**config.mk**
```make
export PLATFORM = sky130hd
export DESIGN_NAME = phy_tx_serial
export DESIGN_NICKNAME = d
export VERILOG_FILES = /design/src/rtl/phy_tx_serial.sv
export SDC_FILE = /design/constraint.sdc
export NUM_CORES = 1
export LEC_CHECK = 0
export ABC_AREA = 1
export BUFFER_PORTS_ARGS = -buffer_cell sky130_fd_sc_hd__buf_2
export CORE_AREA = 2 2 68 51
export CTS_BUF_LIST = sky130_fd_sc_hd__clkbuf_16
export DETAILED_ROUTE_END_ITERATION = 7
export DIE_AREA = 0 0 70 53
export PLACE_DENSITY_LB_ADDON = 0.08
export SETUP_SLACK_MARGIN = 0.02
export SYNTH_ARGS = -nofsm -noshare
export SYNTH_HDL_FRONTEND = slang
export SYNTH_SLANG_ARGS = --single-unit
export TNS_END_PERCENT = 50
```
**constraint.sdc**
```tcl
create_clock -name clk_8f -period 2.95 [get_ports clk_8f]
set_input_delay 0.4425 -clock clk_8f [delete_from_list [all_inputs] [get_ports clk_8f]]
set_output_delay 0.4425 -clock clk_8f [all_outputs]
set_load 0.05 [all_outputs]
```
**src/rtl/phy_tx_serial.sv**
```systemverilog
// Two-lane serial PHY transmitter: per-lane byte hold + MSB-first shifter on a shared
// bit counter, with a COMMA alignment burst after reset and COMMA fill on idle slots.
module phy_tx_serial #(
  parameter logic [7:0]  COMMA       = 8'hBC,
  parameter int unsigned INIT_COMMAS = 4
) (
  input  logic       clk_8f,
  input  logic       reset,
  input  logic [7:0] data_in_0,
  input  logic       valid_in_0,
  output logic       ready_0,
  input  logic [7:0] data_in_1,
  input  logic       valid_in_1,
  output logic       ready_1,
  output logic       data_out0,
  output logic       data_out1,
  output logic       active
);

  localparam logic [3:0] INIT_CNT = 4'(INIT_COMMAS);

  typedef enum logic {ST_SYNC = 1'b0, ST_ACTIVE = 1'b1} state_t;

  state_t          state_q, state_d;
  logic [2:0]      cnt_q, cnt_d;
  logic [3:0]      comma_cnt_q, comma_cnt_d;
  logic            in_rst_q;
  logic [1:0][7:0] shift_q, shift_d;
  logic [1:0][7:0] hold_q, hold_d;
  logic [1:0]      full_q, full_d;
  logic [1:0][7:0] din;
  logic [1:0]      vld, rdy;
  logic            boundary, sync_done, load_data;

  assign din       = {data_in_1, data_in_0};
  assign vld       = {valid_in_1, valid_in_0};
  assign boundary  = (cnt_q == 3'd7);
  assign sync_done = (comma_cnt_q == INIT_CNT);
  // The boundary that completes the burst already loads with ACTIVE rules.
  assign load_data = boundary && ((state_q == ST_ACTIVE) || sync_done);

  always_ff @(posedge clk_8f) begin
    if (!reset) state_q <= ST_SYNC;
    else        state_q <= state_d;
  end

  always_comb begin
    state_d = state_q;
    if (state_q == ST_SYNC && boundary && sync_done) state_d = ST_ACTIVE;
  end

  always_comb begin
    active = (state_q == ST_ACTIVE);
    rdy    = '0;
    for (int i = 0; i < 2; i++) begin
      rdy[i] = !in_rst_q && (!full_q[i] || load_data);
    end
    ready_0 = rdy[0];
    ready_1 = rdy[1];
  end

  always_comb begin
    cnt_d       = boundary ? 3'd0 : cnt_q + 3'd1;
    comma_cnt_d = comma_cnt_q;
    if (state_q == ST_SYNC && boundary && !sync_done) comma_cnt_d = comma_cnt_q + 4'd1;
    shift_d = shift_q;
    hold_d  = hold_q;
    full_d  = full_q;
    for (int i = 0; i < 2; i++) begin
      shift_d[i] = {shift_q[i][6:0], 1'b0};
      if (boundary) begin
        if (load_data && full_q[i]) begin
          shift_d[i] = hold_q[i];
          full_d[i]  = 1'b0;
        end else begin
          shift_d[i] = COMMA;
        end
      end
      // A new accept overrides the drain above, so load and refill can share one edge.
      if (vld[i] && rdy[i]) begin
        hold_d[i] = din[i];
        full_d[i] = 1'b1;
      end
    end
  end

  always_ff @(posedge clk_8f) begin
    if (!reset) begin
      cnt_q       <= 3'd7;
      comma_cnt_q <= 4'd0;
      in_rst_q    <= 1'b1;
      shift_q     <= '0;
      full_q      <= '0;
    end else begin
      cnt_q       <= cnt_d;
      comma_cnt_q <= comma_cnt_d;
      in_rst_q    <= 1'b0;
      shift_q     <= shift_d;
      full_q      <= full_d;
    end
  end

  always_ff @(posedge clk_8f) begin
    hold_q <= hold_d;
  end

  assign data_out0 = shift_q[0][7];
  assign data_out1 = shift_q[1][7];

endmodule

```
==> metrics.txt <==
Detail Route Antenna Nets 0; Layout Nets 205; fin. max-slew vios 0; Peak supply drop 0.400 mV; IO Port Bufs 24; area growth from synthesis to layout 17.5%; unrepaired setup endpoints after global routing false; via count of the first global-routing pass 1054; Post-Syn Area 1640 µm²; relative max-transition margin 57.7%; pin count of the biggest net entering global routing 21; worst min path class in -> reg; cell count after synthesis 153; Cell variety after synth 24; Ys Warns 0; antenna violations before repair 0; die width 70 µm; Fill cells 245; setup bufs post-CTS 0; number of inserted diodes 0; layout cells sized above 1 28.2%; multiplexer area fraction after synthesis 0%; routed via count divided by cell count 4.83; sequential share of the synthesized area 62.4%; category of the critical setup timing path reg -> out; clock period minus final worst setup slack 2.10 ns; total routing resource utilization after global routing 16.8%; routed wirelength normalized by instance count 12.1 µm; hold-fix buffer count after cts 0; post-synthesis simple-gate area fraction 20.0%; last weighted congestion value of the routability-driven placer 0.734; Initial Utilization 54.2%; total area of sequential cells 1020 µm²; slowest stage cell on the critical path dfxtp_1; number of placement rows 17; maximum clock path buffer count 2; final sum of negative setup slack 0 ns; compound-gate portion of the synthesized area 7.65%; Resize count post-CTS 0; Skew-Pair Late Insertion Delay 0.28 ns; Mapped Avg Cell Area 10.7 µm²; Synth Register Bits 43; CTS tree done; status finished, final reports clean; overall routed net length 2650 µm; slew at the pin closest to its max-slew limit 0.631 ns; area of combinational cells with multiple inputs 510 µm²; CTS Sinks 43; number of clock buffers inserted by TritonCTS 5; Final Setup Violations 0; CORE AREA 3020 µm²; count of max-cap constraint violations 0; leakage component of the power 0.841 nW; non-filler instance count after layout 219; Worst EP required 2.51 ns; H-Tree Level Count 2; Top Ports 25; post-synthesis net count 177; DRC errors left 0; cell chain of the critical path inv_1 -> ha_1 -> nand3_4 -> nand2_8 -> nand2_4 -> nand2_2 -> inv_2 -> nor2_1 -> buf_2; vertical extent of the die 53 µm; first-pass GRT wire length 4630 µm; Achievable Freq 0.477 GHz; placed insts 212; Critical Path Sink Type output port; main combinational cell family by area after synthesis simple AND/OR/NAND/NOR gates; critical path startpoint category register; parity-gate share of the synthesized area counting xor and xnor cells 0.535%; Die Footprint 3710 µm²; count of routing violations after the opening detailed-route iteration 63; PwrDens 744 nW/µm²; setup clock skew after layout 0.00230 ns; total via count in the routed design 1058; slowest cell delay on critical path 0.32 ns; post-CTS clock slew at the launch and capture registers of the worst setup and hold paths 0.06 ns; highest net fanout along the worst path 7; Clock Tree Root clkbuf_16; number of search-and-repair iterations in the first detailed-routing pass 4; critical path arrival 1.66 ns; final hold violations 0; portion of the clock cycle consumed by the worst path in the final layout 71.1%; global-route congestion overflow total 0; half-perimeter wire length after placement 1940 µm; Post-Synth Adder-Cell Area 3.06%
## Yosys cell counts, drive strengths merged
cell | instances | area [µm²]
nand2 | 14 | 83.8
inv | 22 | 82.6
dfxtp | 27 | 541
nand3 | 5 | 62.6
nor3b | 2 | 25.0
nand4 | 4 | 25.0
a21oi | 8 | 40.0
o21ai | 17 | 85.1
xor2 | 1 | 8.76
nor2 | 24 | 92.6
edfxtp | 16 | 480
nor3 | 3 | 25.0
buf | 4 | 22.5
or2 | 2 | 12.5
ha | 4 | 50.1
## final timing paths
path / from / to / slack (ns) / depth (start not counted)
worst max-delay path: comma_cnt_q[0]$_SDFFE_PN0P_ / ready_0 / 0.85 / 9
worst min-delay path: data_in_0[7] / hold_q[7]$_DFFE_PP_ / 0.34 / 1
worst max register to register: comma_cnt_q[0]$_SDFFE_PN0P_ / hold_q[3]$_DFFE_PP_ / 1.07 / 8
worst min register to register: shift_q[13]$_SDFF_PN0_ / shift_q[14]$_SDFF_PN0_ / 0.45 / 2
## cell families (layout without fill, tap and decap cells)
kind of cell | after synthesis | count (layout)
buf+inv | 26 | 54
compound gates | 25 | 25
flops | 43 | 43
simple gates | 54 | 54
xor+xnor | 1 | 1
fa+ha+maj | 4 | 4
## layout by cell type (no fill, tap or decap), drive strengths merged
master	synthesis	layout
nand4	4	4
clkbuf	0	5
clkinv	0	2
a21oi	8	8
edfxtp	16	16
dfxtp	27	27
nand2	14	14
inv	22	22
or2	2	2
nor3	3	3
ha	4	4
o21ai	17	17
nand3	5	5
xor2	1	1
buf	4	25
nor2	24	24
nor3b	2	2
## final cells by class
cell class	instances	share of cell area, %
clock buffers	5	6.51
clock inverters	2	0.455
inverters	22	4.29
multi-input cells	84	26.5
flip-flops and latches	43	53.1
well taps	38	2.47
repair buffers	25	6.64
## power by group
| part | leakage, nW | switching (mW) | internal [mW] |
|---|---|---|---|
| registers | 0.371 | 0.0244 | 0.676 |
| clock network | 0.0671 | 0.200 | 0.304 |
| logic | 0.403 | 0.151 | 0.0767 |
## worst max-delay path: cells and delay by family (launching register included)
kind | cells | cell delay, ns
flops | 1 | 0.32
simple gates | 5 | 0.47
fa+ha+maj | 1 | 0.19
buf+inv | 3 | 0.40
## per-layer routing
layer | global-route usage, % | vias to the layer above | routed length, µm
li1 | - | 554 | -
met5 | 0 | - | 0
met1 | 21.0 | 474 | 1350
met4 | 6.73 | 0 | 14
met3 | 5.52 | 2 | 142
met2 | 27.3 | 28 | 1150
## flip-flops by register name (all words and copies together), names as in the netlist
register     count
active           1
cnt_q            3
comma_cnt_q      4
data_out0        1
data_out1        1
full_q           2
hold_q          16
in_rst_q         1
shift_q         14
## stage by stage
step           util, %  power (mW)  hold WS (ns)  setup WS (ns)  area [µm²]
2_1_floorplan        -       0.886         0.418          0.771        1640
3_3_place_gp      59.2       0.930         0.432           1.14        1790
3_5_place_dp      59.2       0.942         0.440           1.07        1790
4_1_cts           63.7        1.45         0.331          0.836        1920
5_1_grt           63.7        1.50         0.333          0.733        1920
6_report          63.7        1.43         0.339          0.852        1920
No activity file was read; power rests on OpenSTA's default activity.
